**src/rtl/mem_port_arbiter.sv**
```systemverilog
// Round-robin arbiter sharing one memory port between instruction fetch and data access.
// Handles byte-lane steering, sign extension, misalignment rejection and a per-access watchdog.
module mem_port_arbiter #(
  parameter int AW      = 32,
  parameter int TIMEOUT = 64
) (
  input  logic          clk,
  input  logic          reset,
  input  logic          if_req,
  input  logic [AW-1:0] if_addr,
  output logic          if_gnt,
  output logic          if_rvalid,
  output logic [31:0]   if_rdata,
  input  logic          dm_req,
  input  logic          dm_we,
  input  logic          dm_byte,
  input  logic [AW-1:0] dm_addr,
  input  logic [31:0]   dm_wdata,
  output logic          dm_gnt,
  output logic          dm_rvalid,
  output logic [31:0]   dm_rdata,
  output logic          dm_err,
  output logic          mem_req,
  output logic          mem_we,
  output logic [3:0]    mem_be,
  output logic [AW-1:0] mem_addr,
  output logic [31:0]   mem_wdata,
  input  logic          mem_ack,
  input  logic [31:0]   mem_rdata,
  output logic          busy
);

  typedef enum logic {IDLE = 1'b0, XFER = 1'b1} state_t;

  // Counter only has to reach TIMEOUT-1; the abort fires on the edge that would make it TIMEOUT.
  localparam int CW = (TIMEOUT > 1) ? $clog2(TIMEOUT) : 1;

  state_t         state_r;
  logic           last_dm_r;
  logic           xfer_dm_r;
  logic           xfer_we_r;
  logic           xfer_byte_r;
  logic [1:0]     xfer_lane_r;
  logic [CW-1:0]  wd_cnt_r;

  logic           pick_dm_s;
  logic           misalign_s;
  logic           timeout_s;
  logic [31:0]    store_data_s;
  logic [31:0]    load_data_s;
  logic           unused_s;

  assign unused_s = ^if_addr[1:0];

  function automatic logic [3:0] lane_be(input logic [1:0] lane);
    case (lane)
      2'd0:    return 4'b0001;
      2'd1:    return 4'b0010;
      2'd2:    return 4'b0100;
      default: return 4'b1000;
    endcase
  endfunction

  function automatic logic [31:0] lane_sext(input logic [31:0] word, input logic [1:0] lane);
    logic [7:0] b;
    case (lane)
      2'd0:    b = word[7:0];
      2'd1:    b = word[15:8];
      2'd2:    b = word[23:16];
      default: b = word[31:24];
    endcase
    return {{24{b[7]}}, b};
  endfunction

  // Arbitration, alignment check, watchdog expiry and data steering.
  always_comb begin
    pick_dm_s    = 1'b0;
    misalign_s   = !dm_byte && (dm_addr[1:0] != 2'b00);
    timeout_s    = 1'b0;
    store_data_s = 32'h0000_0000;
    load_data_s  = mem_rdata;
    if (dm_req && !if_req) begin
      pick_dm_s = 1'b1;
    end else if (dm_req && if_req) begin
      pick_dm_s = !last_dm_r;
    end else begin
      pick_dm_s = 1'b0;
    end
    if (TIMEOUT != 0) begin
      timeout_s = (wd_cnt_r == CW'(TIMEOUT - 1));
    end else begin
      timeout_s = 1'b0;
    end
    if (dm_we) begin
      store_data_s = dm_byte ? {4{dm_wdata[7:0]}} : dm_wdata;
    end else begin
      store_data_s = 32'h0000_0000;
    end
    if (xfer_byte_r) begin
      load_data_s = lane_sext(mem_rdata, xfer_lane_r);
    end else begin
      load_data_s = mem_rdata;
    end
  end

  // Control FSM with all outputs registered; pulse outputs default low every cycle.
  always_ff @(posedge clk or negedge reset) begin
    if (!reset) begin
      state_r     <= IDLE;
      last_dm_r   <= 1'b1;
      xfer_dm_r   <= 1'b0;
      xfer_we_r   <= 1'b0;
      xfer_byte_r <= 1'b0;
      xfer_lane_r <= 2'b00;
      wd_cnt_r    <= '0;
      if_gnt      <= 1'b0;
      if_rvalid   <= 1'b0;
      if_rdata    <= 32'h0000_0000;
      dm_gnt      <= 1'b0;
      dm_rvalid   <= 1'b0;
      dm_rdata    <= 32'h0000_0000;
      dm_err      <= 1'b0;
      mem_req     <= 1'b0;
      mem_we      <= 1'b0;
      mem_be      <= 4'b0000;
      mem_addr    <= '0;
      mem_wdata   <= 32'h0000_0000;
      busy        <= 1'b0;
    end else begin
      if_gnt    <= 1'b0;
      dm_gnt    <= 1'b0;
      if_rvalid <= 1'b0;
      dm_rvalid <= 1'b0;
      dm_err    <= 1'b0;
      case (state_r)
        IDLE: begin
          if (if_req || dm_req) begin
            if (pick_dm_s) begin
              last_dm_r <= 1'b1;
              dm_gnt    <= 1'b1;
              if (misalign_s) begin
                dm_err <= 1'b1;
              end else begin
                state_r     <= XFER;
                busy        <= 1'b1;
                mem_req     <= 1'b1;
                mem_we      <= dm_we;
                mem_be      <= dm_byte ? lane_be(dm_addr[1:0]) : 4'b1111;
                mem_addr    <= {dm_addr[AW-1:2], 2'b00};
                mem_wdata   <= store_data_s;
                xfer_dm_r   <= 1'b1;
                xfer_we_r   <= dm_we;
                xfer_byte_r <= dm_byte;
                xfer_lane_r <= dm_addr[1:0];
                wd_cnt_r    <= '0;
              end
            end else begin
              last_dm_r   <= 1'b0;
              if_gnt      <= 1'b1;
              state_r     <= XFER;
              busy        <= 1'b1;
              mem_req     <= 1'b1;
              mem_we      <= 1'b0;
              mem_be      <= 4'b1111;
              mem_addr    <= {if_addr[AW-1:2], 2'b00};
              mem_wdata   <= 32'h0000_0000;
              xfer_dm_r   <= 1'b0;
              xfer_we_r   <= 1'b0;
              xfer_byte_r <= 1'b0;
              xfer_lane_r <= 2'b00;
              wd_cnt_r    <= '0;
            end
          end
        end
        XFER: begin
          if (mem_ack) begin
            state_r <= IDLE;
            busy    <= 1'b0;
            mem_req <= 1'b0;
            if (xfer_dm_r) begin
              dm_rvalid <= 1'b1;
              dm_rdata  <= xfer_we_r ? 32'h0000_0000 : load_data_s;
            end else begin
              if_rvalid <= 1'b1;
              if_rdata  <= mem_rdata;
            end
          end else if (timeout_s) begin
            // Abandoned fetch still completes its handshake, with zero data and an error flag.
            state_r <= IDLE;
            busy    <= 1'b0;
            mem_req <= 1'b0;
            dm_err  <= 1'b1;
            if (!xfer_dm_r) begin
              if_rvalid <= 1'b1;
              if_rdata  <= 32'h0000_0000;
            end
          end else begin
            wd_cnt_r <= wd_cnt_r + CW'(1);
          end
        end
        default: begin
          state_r <= IDLE;
          busy    <= 1'b0;
          mem_req <= 1'b0;
        end
      endcase
    end
  end

endmodule

```
**config.mk**
```make
export PLATFORM = sky130hd
export DESIGN_NAME = mem_port_arbiter
export DESIGN_NICKNAME = d
export VERILOG_FILES = /design/src/rtl/mem_port_arbiter.sv
export SDC_FILE = /design/constraint.sdc
export NUM_CORES = 1
export LEC_CHECK = 0
export CAP_MARGIN = 20
export CORE_ASPECT_RATIO = 0.75
export CORE_MARGIN = 2
export CORE_UTILIZATION = 43
export DETAILED_ROUTE_END_ITERATION = 7
export PLACE_DENSITY = 0.8
export SETUP_SLACK_MARGIN = 0.2
export SLEW_MARGIN = 15
export SYNTH_ARGS = -nofsm -noshare
export SYNTH_HDL_FRONTEND = slang
export SYNTH_SLANG_ARGS = --single-unit
```
**constraint.sdc**
```tcl
create_clock -name clk -period 2.36 [get_ports clk]
set_clock_uncertainty 0.05 [all_clocks]
set_input_delay 0.708 -clock clk [delete_from_list [all_inputs] [get_ports clk]]
set_output_delay 0.708 -clock clk [all_outputs]
set_load 0.05 [all_outputs]
```
==> results.md <==
* Layout area overhead at 54.2%
* # H-tree levels at 4
* Post-DP HPWL at 14400 um
* Pre-antenna DRT Iters at 4
* Cell Rows at 39
* DR iter-0 viols at 250
* TritonCTS buffer count at 17
* Commonest non-fill, non-tap cell in the layout: dfrtp_1
* Synth top area cells: dfrtp_1, a22o_1, mux2i_1
* Worst Path Max Fanout at 2
* Synthesized netlist cell count at 598
* Slowest stage delay, CP at 560 ps
* Crit. End Element: primary output
* Reg2reg start: wd_cnt_r[0]
* Least-Margin Pin Slew at 540 ps
* Fillers at 1224
* Leakage at 5.03 nW
* Buf/Inv on CP at 1
* DIE AREA at roughly 16000 um2
* Mapped Avg Cell Area at 11.0 um2
* Vias at 5745
* Placed insts at 1065
* Die width at 147 um
* Status: complete, no violations
* Max Clk Rate at 475 MHz
* Kind of cell adding the most delay to the critical path: buffers and inverters
* Area leader, netlist: dfrtp_1
* Critical path, cell by cell: dlygate4sd2_1
* Clk sinks at 149
* Cell variety after synth at 45
* Via density at 5.24
* Flop2flop setup slack at 490 ps
* Fin crit period at 2100 ps
* Ys async rst share at 1.00
* Crit path DAT at ~1400 ps
* Area occupied by multi-input gates at approximately 2500 um2
* CTS Hold Bufs at 0
* Clock latency at the later pin of the worst-skew pair at 420 ps
* Final Hold Slack at 196 ps
* Final nets at 1015
* Flops & latches, synth at 149
* R2R cell count at 6
* Slew headroom at 0.640
* Antenna-violating nets left at 0
* Initial Util at 0.434
* Endpoints failing setup at 0
* # IOs at 275
* Vias in the first global route at 5800
* Cell Pwr Density at 1340 nW/um2
* Unrepaired setup endpoints after global routing: no
* Worst path required time at 1600 ps
* WS Path Type: reg -> out
* Initial antenna violation count at 2
* Drt wl/cell at 17.7 um
* Most frequent cells in the layout: dfrtp_1, clkdlybuf4s50_1, dlygate4sd2_1, o21ai_0, nand2_1
* Root Buffer: clkbuf_16
* First-pass GRT wire length at 31500 um
* Post-Syn Area at 6550 um2
* Gpl congestion at 0.843
* Most used DFF post-synth: dfrtp_1
* Number of buffers added on ports at 270
* Final instance area at approximately 10000 um2
* Final Hold Viols at 0
* Reg area at 3730 um2
* Synth warn at 0
* Largest net degree at the start of global routing at 53
* Final std cells w/o fill at 1096
* Core area at 15100 um2
* Number of remaining DRC errors at 0
* Tcrit/Tclk final at 0.892
* Total global routing track utilization at 0.249
* Post-synth EDFFs at 0
* Placed Area at 9640 um2
* Number of max-cap violations at 0
* Setup TNS at 0 ps
* Die Y-Extent at 111 um
* WL final at approximately 19000 um
* R2r endpoint: if_rdata[22]
* Worst vdd ir at 0.000571 V
* Final slew viol count at 0
* Hold Path Class: in -> async
* Critical-path top delay cell: dlygate4sd2_1
* Share of cells above drive strength 1 at 0.112
* Max Buffers Root-to-Sink at 2
* Share of the synthesized area in the top cell type at 0.566
* Clk slew on worst S/H paths at 60 ps
* Startpoint types: flop
* CTS tree: yes
* Register area share after synthesis at 0.570
* Grt ovf at 0
* Final design utilization at 0.670
stage by stage:
stage               total power, mW  setup slack (ps)
global route                   14.2               205
finish                         13.6               255
global placement               11.3              15.2
detailed placement             11.5             -20.6
CTS                            13.7               205
floorplan                      8.73               493
registers in the layout (all words and copies together) (netlist names), 2 cells and up:
signal and count:
dm_rdata 32, if_rdata 32, mem_wdata 32, mem_addr 30
wd_cnt_r 6, mem_be 4, xfer_lane_r 2
synth_stat cells (2+ instances only):
library cell	n
dfrtp_1	148
o21ai_0	84
nand2_1	74
a22o_1	72
mux2i_1	55
inv_1	29
buf_2	24
clkbuf_1	18
o21ai_1	14
nor2_1	10
a21oi_1	7
a22oi_1	7
mux2_2	6
nand3_1	6
buf_4	5
nor2b_1	3
a21o_1	2
nand2b_1	2
nand3b_1	2
nor3_1	2
o21a_1	2
o21bai_1	2
o31ai_1	2
cells by family after synthesis:
kind of cell	synth area share
flops	0.570
mux	0.0978
other cells	0.000573
compound gates	0.207
fa+ha+maj	0.00191
xor+xnor	0.00134
buf+inv	0.0510
simple gates	0.0709
layer usage:
layer | wire [um] | part of all wire | vias to the layer above | global-route usage
li1 | - | - | 2691 | -
met1 | 8290 | 0.43 | 2789 | 0.328
met2 | 9370 | 0.48 | 232 | 0.399
met3 | 1420 | 0.073 | 31 | 0.0749
met4 | 337 | 0.017 | 2 | 0.0809
met5 | 13 | 0.00067 | - | 0
how the worst max path moves through the flow:
stage / startpoint / end / cells after the start
finish: mem_addr[10] / mem_addr[10] / 1
global route: busy / mem_req / 1
CTS: mem_wdata[13] / mem_wdata[13] / 1
detailed placement: dm_req / mem_wdata[13] / 6
global placement: mem_rdata[23] / dm_rdata[21] / 6
floorplan: mem_rdata[31] / dm_rdata[29] / 5
cell type report:
type	count	share of cell area
Timing Repair Buffer	308	0.288
Multi-Input combinational cell	374	0.247
Clock buffer	22	0.0470
Tap cell	205	0.0254
Inverter	29	0.0108
Clock inverter	8	0.0124
Sequential cell	149	0.369
Antenna cell	1	0.000248
worst reg2reg max path, cell delays in order, from the launching register on:
cell and delay, ps:
dfrtp_1 420, ha_1 220, nand3_1 170, nor2_1 310, o21ai_2 100, buf_4 220, a22o_1 270
power by group:
part / internal (mW) / total [mW] / switching [mW]
logic: 2.01 / 6.71 / 4.70
clock network: 1.73 / 2.75 / 1.02
registers: 3.51 / 4.10 / 0.595
total: 7.25 / 13.6 / 6.32
repair_timing:
action / 4_1_cts / 5_1_grt
resized for setup: 120 / 1
buffers inserted: 0 / 0
setup endpoints to repair: 120 / 1
(Power assumes the default switching activity.)
